==> src/rtl/hazard_ctrl_if.sv <==
// Decode-side control in, hazard controls and perf counters out, between the
// 5-stage core (master) and the hazard controller (slave).
interface hazard_ctrl_if #(
  parameter int ADDR_WIDTH = 5,
  parameter int CNT_WIDTH  = 32
);
  logic                  i_valid_d;
  logic [ADDR_WIDTH-1:0] i_rs1_addr_d;
  logic [ADDR_WIDTH-1:0] i_rs2_addr_d;
  logic [ADDR_WIDTH-1:0] i_rd_addr_d;
  logic                  i_regwrite_d;
  logic [1:0]            i_resultsrc_d;
  logic                  i_pcsrc_e;

  logic                  o_stall_f;
  logic                  o_stall_d;
  logic                  o_flush_d;
  logic                  o_flush_e;
  logic [1:0]            o_forward_a_e;
  logic [1:0]            o_forward_b_e;
  logic [CNT_WIDTH-1:0]  o_stall_cnt;
  logic [CNT_WIDTH-1:0]  o_flush_cnt;

  modport master (
    output i_valid_d, i_rs1_addr_d, i_rs2_addr_d, i_rd_addr_d,
           i_regwrite_d, i_resultsrc_d, i_pcsrc_e,
    input  o_stall_f, o_stall_d, o_flush_d, o_flush_e,
           o_forward_a_e, o_forward_b_e, o_stall_cnt, o_flush_cnt
  );

  modport slave (
    input  i_valid_d, i_rs1_addr_d, i_rs2_addr_d, i_rd_addr_d,
           i_regwrite_d, i_resultsrc_d, i_pcsrc_e,
    output o_stall_f, o_stall_d, o_flush_d, o_flush_e,
           o_forward_a_e, o_forward_b_e, o_stall_cnt, o_flush_cnt
  );
endinterface

==> src/rtl/hazard_ctrl.sv <==
// Hazard controller: shadows the EX/MEM/WB occupants to derive load-use stalls,
// branch flushes and EX forwarding selects, plus saturating stall/flush counters.
module hazard_ctrl #(
  parameter int ADDR_WIDTH = 5,
  parameter int CNT_WIDTH  = 32
) (
  input logic         i_clk,
  input logic         i_rst,
  hazard_ctrl_if.slave hz
);

  typedef struct packed {
    logic                  v;
    logic [ADDR_WIDTH-1:0] rs1;
    logic [ADDR_WIDTH-1:0] rs2;
    logic [ADDR_WIDTH-1:0] rd;
    logic                  regwrite;
    logic                  load;
  } ex_slot_t;

  typedef struct packed {
    logic                  v;
    logic [ADDR_WIDTH-1:0] rd;
    logic                  regwrite;
  } wr_slot_t;

  localparam logic [1:0] FWD_RF  = 2'b00;
  localparam logic [1:0] FWD_WB  = 2'b01;
  localparam logic [1:0] FWD_MEM = 2'b10;

  ex_slot_t             ex_q, ex_d;
  wr_slot_t             mem_q, mem_d;
  wr_slot_t             wb_q, wb_d;
  logic [CNT_WIDTH-1:0] stall_cnt_q, stall_cnt_d;
  logic [CNT_WIDTH-1:0] flush_cnt_q, flush_cnt_d;

  logic lu_hazard;
  logic stall;
  logic flush_e;

  // x0 is never a forwarding source; MEM wins over WB when both hold the register.
  function automatic logic [1:0] fwd_sel(input logic                  ex_v,
                                         input logic [ADDR_WIDTH-1:0] src,
                                         input wr_slot_t              mem,
                                         input wr_slot_t              wb);
    logic [1:0] sel;
    sel = FWD_RF;
    if (ex_v) begin
      if (mem.v && mem.regwrite && (mem.rd != '0) && (mem.rd == src))
        sel = FWD_MEM;
      else if (wb.v && wb.regwrite && (wb.rd != '0) && (wb.rd == src))
        sel = FWD_WB;
    end
    return sel;
  endfunction

  // A taken branch overrides the load-use stall: the dependent instruction is wrong-path.
  always_comb begin
    lu_hazard = ex_q.v && ex_q.load && (ex_q.rd != '0) && hz.i_valid_d &&
                ((ex_q.rd == hz.i_rs1_addr_d) || (ex_q.rd == hz.i_rs2_addr_d));
    stall     = lu_hazard && !hz.i_pcsrc_e;
    flush_e   = hz.i_pcsrc_e || lu_hazard;
  end

  assign hz.o_stall_f     = stall;
  assign hz.o_stall_d     = stall;
  assign hz.o_flush_d     = hz.i_pcsrc_e;
  assign hz.o_flush_e     = flush_e;
  assign hz.o_forward_a_e = fwd_sel(ex_q.v, ex_q.rs1, mem_q, wb_q);
  assign hz.o_forward_b_e = fwd_sel(ex_q.v, ex_q.rs2, mem_q, wb_q);
  assign hz.o_stall_cnt   = stall_cnt_q;
  assign hz.o_flush_cnt   = flush_cnt_q;

  // NOTE: every always_comb output gets a default first so no path leaves it unassigned (no latch).
  always_comb begin
    wb_d  = mem_q;
    mem_d = '{v: ex_q.v, rd: ex_q.rd, regwrite: ex_q.regwrite};
    ex_d  = '0;
    if (!flush_e) begin
      ex_d = '{v:        hz.i_valid_d,
               rs1:      hz.i_rs1_addr_d,
               rs2:      hz.i_rs2_addr_d,
               rd:       hz.i_rd_addr_d,
               regwrite: hz.i_regwrite_d,
               load:     (hz.i_resultsrc_d == 2'b01)};
    end

    stall_cnt_d = stall_cnt_q;
    if (stall && (stall_cnt_q != '1))
      stall_cnt_d = stall_cnt_q + 1'b1;

    flush_cnt_d = flush_cnt_q;
    if (hz.i_pcsrc_e && (flush_cnt_q != '1))
      flush_cnt_d = flush_cnt_q + 1'b1;
  end

  // NOTE: sequential state uses non-blocking assignments so all slots advance from pre-edge values.
  always_ff @(posedge i_clk) begin
    if (i_rst) begin
      ex_q        <= '0;
      mem_q       <= '0;
      wb_q        <= '0;
      stall_cnt_q <= '0;
      flush_cnt_q <= '0;
    end else begin
      ex_q        <= ex_d;
      mem_q       <= mem_d;
      wb_q        <= wb_d;
      stall_cnt_q <= stall_cnt_d;
      flush_cnt_q <= flush_cnt_d;
    end
  end

endmodule

==> src/flat_wrapper.sv <==
// flat-port wrapper written by rule: the top's interface ports become plain ports
module hazard_ctrl_flat 
#(
  parameter int ADDR_WIDTH = 5,
  parameter int CNT_WIDTH  = 32
)
  (i_clk, i_rst, hz_i_valid_d, hz_i_rs1_addr_d, hz_i_rs2_addr_d, hz_i_rd_addr_d, hz_i_regwrite_d, hz_i_resultsrc_d, hz_i_pcsrc_e, hz_o_stall_f, hz_o_stall_d, hz_o_flush_d, hz_o_flush_e, hz_o_forward_a_e, hz_o_forward_b_e, hz_o_stall_cnt, hz_o_flush_cnt);
  hazard_ctrl_if #(.ADDR_WIDTH(ADDR_WIDTH), .CNT_WIDTH(CNT_WIDTH)) hz_i ();
  input logic i_clk;
  input logic i_rst;
  input wire logic [$bits(hz_i.i_valid_d)-1:0] hz_i_valid_d;
  input wire logic [$bits(hz_i.i_rs1_addr_d)-1:0] hz_i_rs1_addr_d;
  input wire logic [$bits(hz_i.i_rs2_addr_d)-1:0] hz_i_rs2_addr_d;
  input wire logic [$bits(hz_i.i_rd_addr_d)-1:0] hz_i_rd_addr_d;
  input wire logic [$bits(hz_i.i_regwrite_d)-1:0] hz_i_regwrite_d;
  input wire logic [$bits(hz_i.i_resultsrc_d)-1:0] hz_i_resultsrc_d;
  input wire logic [$bits(hz_i.i_pcsrc_e)-1:0] hz_i_pcsrc_e;
  output wire logic [$bits(hz_i.o_stall_f)-1:0] hz_o_stall_f;
  output wire logic [$bits(hz_i.o_stall_d)-1:0] hz_o_stall_d;
  output wire logic [$bits(hz_i.o_flush_d)-1:0] hz_o_flush_d;
  output wire logic [$bits(hz_i.o_flush_e)-1:0] hz_o_flush_e;
  output wire logic [$bits(hz_i.o_forward_a_e)-1:0] hz_o_forward_a_e;
  output wire logic [$bits(hz_i.o_forward_b_e)-1:0] hz_o_forward_b_e;
  output wire logic [$bits(hz_i.o_stall_cnt)-1:0] hz_o_stall_cnt;
  output wire logic [$bits(hz_i.o_flush_cnt)-1:0] hz_o_flush_cnt;
  assign hz_i.i_valid_d = hz_i_valid_d;
  assign hz_i.i_rs1_addr_d = hz_i_rs1_addr_d;
  assign hz_i.i_rs2_addr_d = hz_i_rs2_addr_d;
  assign hz_i.i_rd_addr_d = hz_i_rd_addr_d;
  assign hz_i.i_regwrite_d = hz_i_regwrite_d;
  assign hz_i.i_resultsrc_d = hz_i_resultsrc_d;
  assign hz_i.i_pcsrc_e = hz_i_pcsrc_e;
  assign hz_o_stall_f = hz_i.o_stall_f;
  assign hz_o_stall_d = hz_i.o_stall_d;
  assign hz_o_flush_d = hz_i.o_flush_d;
  assign hz_o_flush_e = hz_i.o_flush_e;
  assign hz_o_forward_a_e = hz_i.o_forward_a_e;
  assign hz_o_forward_b_e = hz_i.o_forward_b_e;
  assign hz_o_stall_cnt = hz_i.o_stall_cnt;
  assign hz_o_flush_cnt = hz_i.o_flush_cnt;
  hazard_ctrl #(.ADDR_WIDTH(ADDR_WIDTH), .CNT_WIDTH(CNT_WIDTH)) u_core (.i_clk(i_clk), .i_rst(i_rst), .hz(hz_i));
endmodule
==> config.mk <==
export PLATFORM = sky130hd
export DESIGN_NAME = hazard_ctrl_flat
export DESIGN_NICKNAME = d
export VERILOG_FILES = /design/src/rtl/hazard_ctrl_if.sv /design/src/rtl/hazard_ctrl.sv /design/src/flat_wrapper.sv
export SDC_FILE = /design/constraint.sdc
export NUM_CORES = 1
export LEC_CHECK = 0
export BUFFER_PORTS_ARGS = -buffer_cell sky130_fd_sc_hd__clkbuf_2
export CAP_MARGIN = 20
export CORE_MARGIN = 3
export CORE_UTILIZATION = 59
export DETAILED_ROUTE_END_ITERATION = 8
export PLACE_DENSITY_LB_ADDON = 0.2
export REMOVE_ABC_BUFFERS = 1
export SYNTH_ARGS = -nofsm -noshare
export SYNTH_HDL_FRONTEND = slang
export SYNTH_SLANG_ARGS = --single-unit
==> constraint.sdc <==
create_clock -name i_clk -period 5.3 [get_ports i_clk]
set_clock_uncertainty 0.1 [all_clocks]
set_input_delay 0.265 -clock i_clk [delete_from_list [all_inputs] [get_ports i_clk]]
set_output_delay 0.265 -clock i_clk [all_outputs]
set_load 0.02 [all_outputs]
# [After elaboration in Yosys (flattened, before gate mapping)]
# Index checks and enable logic that the tools add are counted.
[totals] ff_bits=96 in_bits=22 output_inout_bits=72 wordCells=53
[op_classes] n_addsub=2 eq_ne=9 mux=6 n_reduce_logical=22
[op_table] operator="32-bit by 1-bit adder with 32-bit output, second input constant" n=2
[op_table] operator="32-bit != test, second input constant" n=2
[op_table] operator="5-bit == test" n=6
[op_table] operator="1-bit logical AND" n=15
[op_table] operator="5-bit nonzero test" n=3
[op_table] operator="2-bit 2-to-1 mux" n=4
[op_table] operator="2-bit by 1-bit == test with 1-bit output, second input constant" n=1
[op_table] operator="1-bit logical OR" n=2
[op_table] operator="1-bit 2-to-1 mux" n=2
[op_table] operator="2-bit OR reduction" n=1
[op_table] operator="1-bit logical NOT" n=1

# [Logic depth before layout (Yosys ltp)]
[logic_depth] ltp_word=6 ltp_mapped=9

# [Worst setup path after synthesis]
# No wires, ideal clock.
[synth_path] path_kind="reg-to-reg" from="register u_core.stall_cnt_q[0] (netlist: u_core.hz.o_stall_cnt[0])" to="register u_core.stall_cnt_q[26] (netlist: u_core.hz.o_stall_cnt[26])" arrival_time_ns=2.176 required_ns=5.079 path_slack_ns=2.903 path_stages_with_launch=8 cell_sequence="dfxtp_1 -> ha_1 -> nand3_1 -> or3_1 -> a2111o_1 -> nor2_2 -> nand4_1 -> mux2_2"
[synth_between] elab_chain_len=2 word_cells_on_any_way=3
[synth_rtl] item="start, declared" line_no="hazard_ctrl.sv:34" source="logic [CNT_WIDTH-1:0] stall_cnt_q, stall_cnt_d;"
[synth_rtl] item="start signal, assigned" line_no="hazard_ctrl.sv:109" source="stall_cnt_q <= stall_cnt_d;"
[synth_rtl] item="branches (longest 2 deep; another with 32-bit by 1-bit adder with 32-bit output)"
# Several ways; the timed one is not identified.
# A chain may end at the register's enable or synchronous reset.

# [Final worst setup path]
[layout_path] from="register u_core.stall_cnt_q[0] (netlist: u_core.hz.o_stall_cnt[0])" to="register u_core.stall_cnt_q[10] (netlist: u_core.hz.o_stall_cnt[10])"
# Same word-level chain as after synthesis.

==> flow_summary_export.csv <==
group,metric,value,unit
worst_hold_path,min_path_type,"in2reg",
route,vias,3824,
floorplan,fp.dieW,92.3,um
yosys,synth_top_area_share,43.7,%
placement,numPortBuffers,93,
worst_setup_path,worstPathMaxFanout,33,
cts,clockBufferDepth,2,
cts,ctsRootBufferMaster,"clkbuf_8",
timing,post-route-min-period,2.90,ns
route,drtIter0Drc,121,
global_routing,grt_pass1_wl,16600,um
yosys,syn-cell-area,0.00439,mm^2
timing,grt_setup_unrepaired,"no",
yosys,synth_edf_count,0,
route,first_pass_iters,4,
floorplan,ios,94,
global_routing,grt_use_total,23.7,%
floorplan,dieArea,0.00852,mm^2
floorplan,core,0.00702,mm^2
timing,max_slew_margin,44.1,%
yosys,synth_largest_area_cell,"dfxtp_1",
yosys,synth_seq_area_share,43.7,%
route,finalWirelength,9940,um
cts,numCtsBuffers,9,
cts,htreeDepth,3,
yosys,synthTopCellsByCount,"dfxtp_1 (96), nor2_1 (52), xor2_1 (37)",
timing,finalSetupViolCount,0,
floorplan,start_util,62.6,%
floorplan,die_h,92.3,um
timing,fmax,345,MHz
timing,fin_crit_sh,54.7,%
finish,fill_cells,564,
cts,clock_sinks,96,
yosys,ys_warn_count,0,
yosys,post_synth.cell_area_avg,8.90,um^2
cts,cts_tree,"built",
worst_setup_path,worst_setup_path_end_kind,"register",
yosys,synth_cell_type_count,42,
finish,layout.nets,608,
worst_setup_path,critical_path_class,"reg2reg",
timing,worstMarginPinSlew,0.839,ns
timing,hold_viol_final,0,
cts,cts_setup_buffers,0,
global_routing,grt_max_degree,43,
yosys,ys.flop_type,"dfxtp_1",
route,postRouteAntennaNets,0,
global_routing,antenna_found_initial,0,
worst_setup_path,worstPathArrival,3.07,ns
yosys,netlist_instances,494,
worst_setup_path,startpoint_type,"register",
finish,utilization,72.9,%
cts,clkTransAtPathRegs,0.10,ns
cts,clock_latency,0.37,ns
yosys,ys_seq_elements,96,
placement,place_hpwl,7080,um
pwr,peakVddDrop,0.142,mV
route,routed_via_density,5.58,
finish,area_growth,16.5,%
finish,antenna_cells,0,
timing,holdWs,0.00984,ns
floorplan,rows,30,
timing,slew_violations,0,
route,routedWlPerCell,14.5,um
finish,drive_above_1_share,20.2,%
worst_setup_path,critical_path_required,5.47,ns
yosys,yosysMostFrequentCell,"dfxtp_1",
run,max_cap_violations,0,
timing,fin_tns_setup,0,ns
pwr,p_leak,0.00204,uW
outcome,status,"finished, final reports clean",
cts,cts_resized,0,
placement,routabilityCongestion,0.831,
global_routing,grt_pass1_vias,3533,
pwr,power,1290,uW
global_routing,overflow,0,
route,drcViolationCount,0,
yosys,synth_area_leaders,"dfxtp_1 (44%), xor2_1 (7.4%), xnor2_1 (5.6%), nor2_1 (4.4%), nand3_1 (3.6%)",
pwr,power_density,251,mW/mm^2
yosys,synth-async-reset-ratio,0,%
[metrics by stage]
stage,cells,worst slack [ns],area [um^2]
after global routing,685,2.12,5120
after detailed placement,665,2.07,4870
after floorplan,475,2.56,4280
after global placement,665,2.33,4870
final,685,2.40,5120
after CTS,684,2.05,5100
[cells by family after synthesis]
| kind of cell | count (synthesis) | share of synthesized area (%) |
|---|---|---|
| xor+xnor | 65 | 13.0 |
| simple gates | 243 | 30.2 |
| buf+inv | 25 | 3.13 |
| fa+ha+maj | 2 | 0.569 |
| compound gates | 58 | 8.17 |
| flops | 96 | 43.7 |
| mux | 5 | 1.22 |
[worst paths after layout]
kind	end	from	cells after the start	slack [ns]
setup / recovery	u_core.hz.o_stall_cnt[10]$_SDFFE_PP0P_	u_core.hz.o_stall_cnt[0]$_SDFFE_PP0P_	8	2.40
hold / removal	u_core.ex_q[6]$_SDFF_PP0_	hz_i_rd_addr_d[4]	2	0.01
setup reg to reg	u_core.hz.o_stall_cnt[10]$_SDFFE_PP0P_	u_core.hz.o_stall_cnt[0]$_SDFFE_PP0P_	8	2.40
hold reg to reg	u_core.mem_q[0]$_SDFF_PP0_	u_core.ex_q[1]$_SDFF_PP0_	1	0.36
[power breakdown]
part	switching, uW	total [uW]	internal (uW)
sequential	9.78	740	730
combinational	37.3	66.0	28.7
clock	290	480	190
total	337	1290	949
[flip-flops by register name, indices dropped and copies added, names as in the netlist]
name and flops:
u_core.ex_q 18, u_core.hz.o_flush_cnt 32, u_core.hz.o_stall_cnt 32, u_core.mem_q 7, u_core.wb_q 7
[what timing repair did]
action                                 in CTS  in global routing
endpoints found under the hold margin       3                  0
setup endpoints to repair                   0                  0
hold buffers                                3                  0
[critical path, stage by stage (launching register included)]
cell and delay, ns:
dfxtp_1 0.43, ha_1 0.19, nand3_1 0.25, nor3_1 0.64
nand4_1 0.24, nand3_1 0.34, buf_8 0.25, nor4_1 0.07
mux2_2 0.28
[metal layers]
layer | vias up | GRT usage, % | routed length, um
li1 | 1923 | - | -
met1 | 1806 | 30.5 | 4470
met2 | 84 | 40.4 | 4880
met3 | 11 | 4.06 | 476
met4 | 0 | 7.92 | 120
met5 | - | 0 | 0
[placed cells by master, fill, tap and decap left out, drive strengths merged, types with 3 or more instances in the layout]
cell and count:
clkbuf 102, dfxtp 96, nor2 53, xor2 37
nand3 32, xnor2 28, nand2 28, nand4 23
a21oi 22, and2 21, or3 17, nor2b 17
o21ai 15, or4 13, and3 11, inv 11
nor3 9, nor4 8, o31ai 8, and4 7
o211ai 3, mux2 3, dlygate4sd3 3
[final cells by class]
| cell class | instances | area [um^2] | share of cell area [%] |
|---|---|---|---|
| clock buffer | 9 | 124 | 2.42 |
| clock inverter | 7 | 78.8 | 1.54 |
| inverter | 6 | 22.5 | 0.440 |
| multi-input combinational | 373 | 2330 | 45.6 |
| sequential | 96 | 1920 | 37.5 |
| tap | 96 | 120 | 2.35 |
| timing repair buffer | 98 | 518 | 10.1 |
Note: power is estimated with default switching activity, not from simulation.
